<file path="config.mk">
export PLATFORM = sky130hd
export DESIGN_NAME = gray_counter_param_flat
export DESIGN_NICKNAME = d
export VERILOG_FILES = /design/src/rtl/gray_counter_param_if.sv /design/src/rtl/gray_counter_param.sv /design/src/flat_wrapper.sv
export SDC_FILE = /design/constraint.sdc
export NUM_CORES = 1
export LEC_CHECK = 0
export ABC_AREA = 0
export BUFFER_PORTS_ARGS = -buffer_cell sky130_fd_sc_hd__buf_2
export CAP_MARGIN = 20
export CORE_AREA = 2 2 39 41
export DETAILED_ROUTE_END_ITERATION = 10
export DIE_AREA = 0 0 41 43
export MAX_ROUTING_LAYER = met4
export PLACE_DENSITY = 0.56
export SETUP_SLACK_MARGIN = 0.5
export SYNTH_ARGS = -nofsm -noshare
export SYNTH_HDL_FRONTEND = slang
export SYNTH_SLANG_ARGS = --single-unit
</file>
<file path="constraint.sdc">
create_clock -name Clk -period 1.37 [get_ports Clk]
set_input_delay 0.274 -clock Clk [delete_from_list [all_inputs] [get_ports Clk]]
set_output_delay 0.274 -clock Clk [all_outputs]
set_load 0.005 [all_outputs]
</file>
<file path="src/rtl/gray_counter_param_if.sv">
// Control and result bundle for gray_counter_param; the counter sits on the slave side.
// Latency: none, wires only. Backpressure: none, the counter accepts a command every cycle.
// Set WIDTH to match the counter it connects to.
interface gray_counter_param_if #(
    parameter int WIDTH = 3
) ();
    logic             En;
    logic             Dir;
    logic             Load;
    logic [WIDTH-1:0] LoadVal;
    logic             ClrOvf;
    logic [WIDTH-1:0] Output;
    logic [WIDTH-1:0] Binary;
    logic             Overflow;
    logic             Wrap;

    modport master (
        output En, Dir, Load, LoadVal, ClrOvf,
        input  Output, Binary, Overflow, Wrap
    );

    modport slave (
        input  En, Dir, Load, LoadVal, ClrOvf,
        output Output, Binary, Overflow, Wrap
    );
endinterface

</file>
<file path="src/rtl/gray_counter_param.sv">
// Up/down Gray counter with load, sticky overflow and a wrap pulse. GRAY_SAT_EN selects saturation instead of wrap.
// Latency: one edge from command to count; Output and Binary are combinational from the count register.
// Backpressure: none, one step per enabled cycle.
module gray_counter_param #(
    parameter int          WIDTH = 3,
    parameter int unsigned INIT  = 0
) (
    input  logic                 Clk,
    input  logic                 Reset,
    gray_counter_param_if.slave  bus
);
    localparam logic [WIDTH-1:0] INIT_V = WIDTH'(INIT);

    logic [WIDTH-1:0] cnt_q, cnt_d;
    logic             ovf_q, ovf_d;
    logic             wrap_q, wrap_d;
    logic             at_max, at_min, wrap_step;

    // Count is kept in binary so stepping is a plain add; Gray is derived on the way out.
    always_comb begin
        cnt_d     = cnt_q;
        ovf_d     = ovf_q;
        wrap_d    = 1'b0;
        at_max    = &cnt_q;
        at_min    = ~|cnt_q;
        wrap_step = !bus.Load && bus.En && (bus.Dir ? at_max : at_min);

        if (bus.ClrOvf) begin
            ovf_d = 1'b0;
        end

        if (bus.Load) begin
            cnt_d = bus.LoadVal;
        end else if (bus.En) begin
`ifdef GRAY_SAT_EN
            if (!wrap_step) begin
                cnt_d = bus.Dir ? cnt_q + WIDTH'(1) : cnt_q - WIDTH'(1);
            end
`else
            cnt_d = bus.Dir ? cnt_q + WIDTH'(1) : cnt_q - WIDTH'(1);
`endif
        end

        // A wrap attempt beats a same-cycle clear of the sticky flag.
        if (wrap_step) begin
            ovf_d = 1'b1;
`ifdef GRAY_SAT_EN
            wrap_d = 1'b0;
`else
            wrap_d = 1'b1;
`endif
        end
    end

    always_ff @(posedge Clk or posedge Reset) begin
        if (Reset) begin
            cnt_q  <= INIT_V;
            ovf_q  <= 1'b0;
            wrap_q <= 1'b0;
        end else begin
            cnt_q  <= cnt_d;
            ovf_q  <= ovf_d;
            wrap_q <= wrap_d;
        end
    end

    assign bus.Binary   = cnt_q;
    assign bus.Output   = cnt_q ^ (cnt_q >> 1);
    assign bus.Overflow = ovf_q;
    assign bus.Wrap     = wrap_q;
endmodule

</file>
<file path="src/flat_wrapper.sv">
// flat-port wrapper written by rule: the top's interface ports become plain ports
module gray_counter_param_flat 
#(
    parameter int          WIDTH = 3,
    parameter int unsigned INIT  = 0
)
  (Clk, Reset, bus_En, bus_Dir, bus_Load, bus_LoadVal, bus_ClrOvf, bus_Output, bus_Binary, bus_Overflow, bus_Wrap);
  gray_counter_param_if #(.WIDTH(WIDTH)) bus_i ();
  input  logic Clk;
  input  logic Reset;
  input wire logic [$bits(bus_i.En)-1:0] bus_En;
  input wire logic [$bits(bus_i.Dir)-1:0] bus_Dir;
  input wire logic [$bits(bus_i.Load)-1:0] bus_Load;
  input wire logic [$bits(bus_i.LoadVal)-1:0] bus_LoadVal;
  input wire logic [$bits(bus_i.ClrOvf)-1:0] bus_ClrOvf;
  output wire logic [$bits(bus_i.Output)-1:0] bus_Output;
  output wire logic [$bits(bus_i.Binary)-1:0] bus_Binary;
  output wire logic [$bits(bus_i.Overflow)-1:0] bus_Overflow;
  output wire logic [$bits(bus_i.Wrap)-1:0] bus_Wrap;
  assign bus_i.En = bus_En;
  assign bus_i.Dir = bus_Dir;
  assign bus_i.Load = bus_Load;
  assign bus_i.LoadVal = bus_LoadVal;
  assign bus_i.ClrOvf = bus_ClrOvf;
  assign bus_Output = bus_i.Output;
  assign bus_Binary = bus_i.Binary;
  assign bus_Overflow = bus_i.Overflow;
  assign bus_Wrap = bus_i.Wrap;
  gray_counter_param #(.WIDTH(WIDTH), .INIT(INIT)) u_core (.Clk(Clk), .Reset(Reset), .bus(bus_i));
endmodule
</file>
==> results of run 1 <==
## cell type report
class | instances | area, µm² | area share (%)
clock buffers | 4 | 26.28 | 4.294
inverters | 7 | 31.28 | 5.112
multi-input cells | 19 | 226.5 | 37.01
flip-flops and latches | 5 | 127.6 | 20.86
well taps | 16 | 20.02 | 3.272
repair buffers | 24 | 180.2 | 29.45
## synthesized netlist by cell type
cell | n | area, µm²
o31a_1 | 1 | 8.760
o21ai_0 | 2 | 10.01
xnor2_1 | 2 | 17.52
o32ai_1 | 1 | 8.760
nand2_1 | 2 | 7.510
xor2_1 | 1 | 8.760
fa_1 | 1 | 20.02
a31oi_1 | 1 | 6.260
ha_1 | 2 | 25.02
inv_1 | 7 | 26.28
a21oi_1 | 1 | 5.000
nand2b_1 | 1 | 6.260
and3_1 | 1 | 6.260
dfrtp_1 | 5 | 125.1
mux2i_1 | 1 | 10.01
buf_4 | 1 | 7.510
nor3_1 | 1 | 5.000
and3_2 | 1 | 7.510
## sequential cells by signal (all words and copies together) (netlist names)
signal / flops
u_core.bus.Wrap: 1
u_core.bus.Overflow: 1
u_core.bus.Binary: 3
## power breakdown
| group | total (mW) | internal [mW] | switching (mW) |
|---|---|---|---|
| Combinational | 0.277 | 0.163 | 0.114 |
| Clock | 0.166 | 0.110 | 0.0566 |
| Sequential | 0.180 | 0.165 | 0.0144 |
| Total | 0.623 | 0.438 | 0.185 |
## stage by stage
| step | instances | TNS, ns |
|---|---|---|
| after floorplan | 32 | -0.06821 |
| after global placement | 66 | -0.1084 |
| after detailed placement | 66 | -0.1321 |
| after CTS | 74 | -0.1319 |
| after global routing | 75 | -0.1766 |
| final | 75 | -0.09588 |
## layer usage
metal	track usage (%)	wire length [µm]	vias up
met5	-	0	-
met4	8.000	0	0
met3	1.571	59	0
met2	16.88	443	13
met1	11.88	316	144
li1	-	-	158
## cells by family after synthesis
kind of cell / share of synthesized area [%]
xor+xnor: 8.435
mux: 3.213
compound gates: 12.45
flops: 40.16
buf+inv: 10.85
fa+ha+maj: 14.46
simple gates: 10.44
## how the worst max path moves through the flow
stage / start / end
2_1_floorplan: u_core.bus.Binary[1]$_DFFE_PP0P_ / u_core.bus.Binary[2]$_DFFE_PP0P_
3_3_place_gp: bus_Dir / u_core.bus.Binary[2]$_DFFE_PP0P_
3_5_place_dp: bus_Dir / u_core.bus.Binary[2]$_DFFE_PP0P_
4_1_cts: u_core.bus.Binary[0]$_DFFE_PP0P_ / u_core.bus.Binary[2]$_DFFE_PP0P_
5_1_grt: u_core.bus.Binary[1]$_DFFE_PP0P_ / u_core.bus.Binary[2]$_DFFE_PP0P_
6_report: u_core.bus.Binary[1]$_DFFE_PP0P_ / u_core.bus.Binary[2]$_DFFE_PP0P_
## repair_timing
item                       4_1_cts  5_1_grt
hold buffers                     1        0
gates resized for setup         20        3
hold endpoints to repair         5        0
pin swaps                        6        7
setup buffers                    3        1
setup endpoints to repair       13       13
==> metrics.md, run 1 <==
| Metric | Value |
|---|---|
| CTS clk-pin slew, worst paths | 0.04 ns |
| Worst Path Buf+Inv | 0 |
| Pre-CTS setup slack | -0.1321 ns |
| Longest Clk Path Bufs | 2 |
| Register area share after synthesis | 40.16% |
| DR iter-0 viols | 5 |
| Tot Pwr | 0.6234 mW |
| Pre-antenna DRT Iters | 2 |
| Most frequent cells in the layout | buf_2 (13), buf_6 (8), inv_1 (5), clkbuf_4 (3), dfrtp_1 (3) |
| DR WL/cell | 10.91 µm |
| # DRC | 0 |
| Synthesized area per cell | 9.736 µm² |
| GRT Total Usage | 10.89% |
| Final Max Tran Viols | 0 |
| CTS Sinks | 5 |
| Static Leak | 0.3009 nW |
| Library cells used by synthesis | 18 |
| H-Tree Depth | 1 |
| Top delay family on crit path | flip-flops |
| Vias per inst | 4.200 |
| Fillers | 140 |
| Critical Path Slowest Stage Cell | dfrtp_2 |
| First-pass GRT wire length | 1214 µm |
| Arrival time worst endpoint | 1.55 ns |
| Worst setup SP type | register |
| Post-route ant nets | 0 |
| PortBufs | 16 |
| Initial antenna violation count | 0 |
| Vias in the first global route | 313 |
| Starting Density | 22.51% |
| Util after Layout | 44.21% |
| WS Path Type | reg2reg |
| Fraction of layout cells with a size suffix above 1 | 66.10% |
| Die Wd | 41 µm |
| Critical path cell sequence | fa_2 > xnor2_2 > and3_1 > o31a_1 |
| Type of the most critical hold path | in2reg |
| Worst slew pin tran | 0.2028 ns |
| Finish-stage setup viols | 2 |
| Status | finished with violations |
| CP Capture Type | register |
| Min Clock Period, post-route | 1.429 ns |
| Vias post-DR | 315 |
| Flip-flop and latch count after synthesis | 5 |
| MaxCap Viol Count | 0 |
| Final hold vios | 0 |
| Register-to-Register Setup Slack | -0.06 ns |
| Worst Skew | 0.004136 ns |
| Global route overflow | 0 |
| Row Count | 14 |
| TritonCTS buffer count | 3 |
| Post-Route WL | 818 µm |
| Post-Syn Nets | 44 |
| CTS tree | yes |
| RSZ-0062 raised after global routing | yes |
| Synth Warn # | 0 |
| CP peak stage delay | 0.42 ns |
| Max Freq | 700.0 MHz |
| Post-Syn Area | 311.5 µm² |
| Antenna cells | 0 |
| Commonest non-fill, non-tap cell in the layout | buf_2 |
| GPL Wtd Cong | 0.6931 |
| Worst EP required | 1.49 ns |
| CTS Root Cell | clkbuf_4 |
| DPL Wire Length | 564.9 µm |
| Core Area | 1384 µm² |
| Hold path start | bus_ClrOvf |
| Mapped Cells | 32 |
| Crit. path cell count | 4 |
| Slew headroom | 86.46% |
| Hold endpoint | u_core.bus.Overflow$_DFFE_PP0P_ |
| Io pins | 17 |
| Fin Hold WS | 0.2281 ns |
| Final instance area | 611.8 µm² |
| VDD IR max | 0.4255 mV |
| Die Ht | 43 µm |
| Die area | 1763 µm² |
| Clk_lat worst skew | 0.24 ns |
| FF-to-FF End | u_core.bus.Binary[2]$_DFFE_PP0P_ |
| Largest net degree at the start of global routing | 9 |
| Area Overhead vs Synth | 96.39% |
| Failing checks | setup timing |
| Reg2Reg Depth | 4 |
| Final Worst Setup Slack | -0.05858 ns |
| Max FO, Critical Path | 2 |
| P per Cell Area | 1019 nW/µm² |
| Nets | 72 |
| R2r startpoint | u_core.bus.Binary[1]$_DFFE_PP0P_ |
| DP Area | 431.7 µm² |
| Final period utilization | 104.3% |
| Worst hold path depth | 2 |
No activity file was read; power rests on OpenSTA's default activity.
==> run 2: changes to the inputs <==
--- a/config.mk
+++ b/config.mk
@@ -14,6 +14,7 @@
 export MAX_ROUTING_LAYER = met4
 export PLACE_DENSITY = 0.56
 export SETUP_SLACK_MARGIN = 0.5
+export SKIP_LAST_GASP = 1
 export SYNTH_ARGS = -nofsm -noshare
 export SYNTH_HDL_FRONTEND = slang
 export SYNTH_SLANG_ARGS = --single-unit
==> run 2 against run 1 <==
Net effect:
- the flow still finishes with violations (setup timing)
- combinational power barely moved
- clock skew shrank 0.0011 ns
- via count up 0.95%
- non-clock buffer count unchanged
- sequential share of layout area is the same
- first-iteration DRC count down 80%
- highest routed layer unchanged
==> metrics.md, run 2 (synthesis results as in run 1) <==
| Metric | Value |
|---|---|
| Pre-antenna DRT Iters | 4 (was 2) |
| Arrival time worst endpoint | 1.55 ns (about the same) |
| Worst slew pin tran | 0.2044 ns (was 0.2028 ns) |
| First-pass GRT wire length | 1207 µm (was 1214 µm) |
| Number of cells after detailed placement | 66 (unchanged) |
| Fraction of layout cells with a size suffix above 1 | 66.10% (unchanged) |
| Pre-CTS setup slack | -0.1321 ns (unchanged) |
| Fin Hold WS | 0.2294 ns (was 0.2281 ns) |
| Util after Layout | 44.21% (unchanged) |
| MaxCap Viol Count | 0 (unchanged) |
| Final hold vios | 0 (unchanged) |
| Die Ht | 43 µm (unchanged) |
| Post-Route WL | 797 µm (was 818 µm) |
| Nets | 72 (unchanged) |
| Max reg flops | 3 (unchanged) |
| Max FO, Critical Path | 2 (unchanged) |
| # DRC | 0 (unchanged) |
| Die area | 1763 µm² (unchanged) |
| Die Wd | 41 µm (unchanged) |
| Global route overflow | 0 (unchanged) |
| GPL Wtd Cong | 0.6931 (unchanged) |
| CTS clk-pin slew, worst paths | 0.04 ns (about the same) |
| DR WL/cell | 10.63 µm (was 10.91 µm) |
| DR iter-0 viols | 1 (was 5) |
| Fin Setup TNS | -0.08890 ns (was -0.09588 ns) |
| GRT Total Usage | 11.00% (was 10.89%) |
| CP peak stage delay | 0.42 ns (about the same) |
| Clk_lat worst skew | 0.24 ns (about the same) |
| Longest Clk Path Bufs | 2 (unchanged) |
| Static Leak | 0.3009 nW (about the same) |
| Slew headroom | 86.36% (was 86.46%) |
| Hold path start | bus_ClrOvf (unchanged) |
| Vias in the first global route | 312 (was 313) |
| Row Count | 14 (unchanged) |
| Max Freq | 701.6 MHz (was 700.0 MHz) |
| Count of non-filler cells in the finished layout | 75 (unchanged) |
| Tot Pwr | 0.6213 mW (was 0.6234 mW) |
| Worst setup SP type | register (unchanged) |
| WS Path Type | reg2reg (unchanged) |
| Io pins | 17 (unchanged) |
| Vias post-DR | 318 (was 315) |
| DPL Wire Length | 564.9 µm (unchanged) |
| Commonest non-fill, non-tap cell in the layout | buf_2 (unchanged) |
| Starting Density | 22.51% (unchanged) |
| DP Area | 431.7 µm² (unchanged) |
| PortBufs | 16 (unchanged) |
| Final Max Tran Viols | 0 (unchanged) |
| Final instance area | 611.8 µm² (unchanged) |
| CTS Root Cell | clkbuf_4 (unchanged) |
| Top delay family on crit path | flip-flops (unchanged) |
| Largest net degree at the start of global routing | 9 (unchanged) |
| Post-route ant nets | 0 (unchanged) |
| CTS tree | yes (unchanged) |
| P per Cell Area | 1015 nW/µm² (was 1019 nW/µm²) |
| Final Worst Setup Slack | -0.05531 ns (was -0.05858 ns) |
| Type of the most critical hold path | in2reg (unchanged) |
| TritonCTS buffer count | 3 (unchanged) |
| Status | finished with violations (unchanged) |
| Min Clock Period, post-route | 1.425 ns (was 1.429 ns) |
| Most frequent cells in the layout | buf_2 (13), buf_6 (8), inv_1 (5), clkbuf_4 (3), dfrtp_1 (3) (unchanged) |
| Worst Skew | 0.003040 ns (was 0.004136 ns) |
| Initial antenna violation count | 0 (unchanged) |
| Failing checks | setup timing (unchanged) |
| Worst EP required | 1.49 ns (about the same) |
| Critical path cell sequence | fa_2 > xnor2_2 > and3_1 > o31a_1 (unchanged) |
| Area Overhead vs Synth | 96.39% (unchanged) |
| CP Capture Type | register (unchanged) |
| Vias per inst | 4.240 (was 4.200) |
| Worst Path Buf+Inv | 0 (unchanged) |
| H-Tree Depth | 1 (unchanged) |
| Antenna cells | 0 (unchanged) |
| RSZ-0062 raised after global routing | yes (unchanged) |
| Core Area | 1384 µm² (unchanged) |
| Crit. Startpoint | u_core.bus.Binary[1]$_DFFE_PP0P_ (unchanged) |
| Finish-stage setup viols | 2 (unchanged) |
| Final period utilization | 104.0% (was 104.3%) |
| VDD IR max | 0.4209 mV (was 0.4255 mV) |
| R2r startpoint | u_core.bus.Binary[1]$_DFFE_PP0P_ (unchanged) |
| CTS Sinks | 5 (unchanged) |
| Critical Path Slowest Stage Cell | dfrtp_2 (unchanged) |
run 2: cell counts in the layout (fill, tap and decap cells not counted):
Identical to the previous run, type by type.
run 2: final timing paths:
check,to,slack (ns),cells after the start
min in group asynchronous,u_core.bus.Binary[2]$_DFFE_PP0P_,0.48,3
hold / removal,u_core.bus.Overflow$_DFFE_PP0P_,0.23,2
setup reg to reg,u_core.bus.Binary[2]$_DFFE_PP0P_,-0.06,4
max in group asynchronous,u_core.bus.Binary[1]$_DFFE_PP0P_,0.69,3
setup / recovery,u_core.bus.Binary[2]$_DFFE_PP0P_,-0.06,4
hold reg to reg,u_core.bus.Overflow$_DFFE_PP0P_,0.52,2
run 2: area by class of cell:
type | count | area, µm²
fillers | 143 | 772.0
repair buffers | 24 | 180.2
multi-input cells | 19 | 226.5
well taps | 16 | 20.02
clock buffers | 4 | 26.28
inverters | 7 | 31.28
flip-flops and latches | 5 | 127.6
run 2: report_power, final:
part	switching (mW)	total (mW)	internal, mW
Sequential	0.0139	0.179	0.165
Combinational	0.114	0.277	0.163
Clock	0.0556	0.165	0.110
run 2: worst register-to-register path, stage by stage (launching register included):
cell and delay [ns]:
dfrtp_2 0.42, fa_2 0.38, xnor2_2 0.15, and3_1 0.14, o31a_1 0.23
run 2: layer usage:
layer  global-route usage (%)  up-vias  share of wire (%)
met5                        -        -                  0
met4                    8.000        0                  0
met3                    1.571        0                7.7
met2                    17.19       15                 54
met1                    11.88      143                 38
li1                         -      160                  -
run 2: what timing repair did:
action / CTS / global route
hold endpoints to repair: 5 / 0
pin swaps: 6 / 6
resized for setup: 17 / 6
buffers inserted: 3 / 1
hold buffers: 1 / 0
setup endpoints to repair: 13 / 13
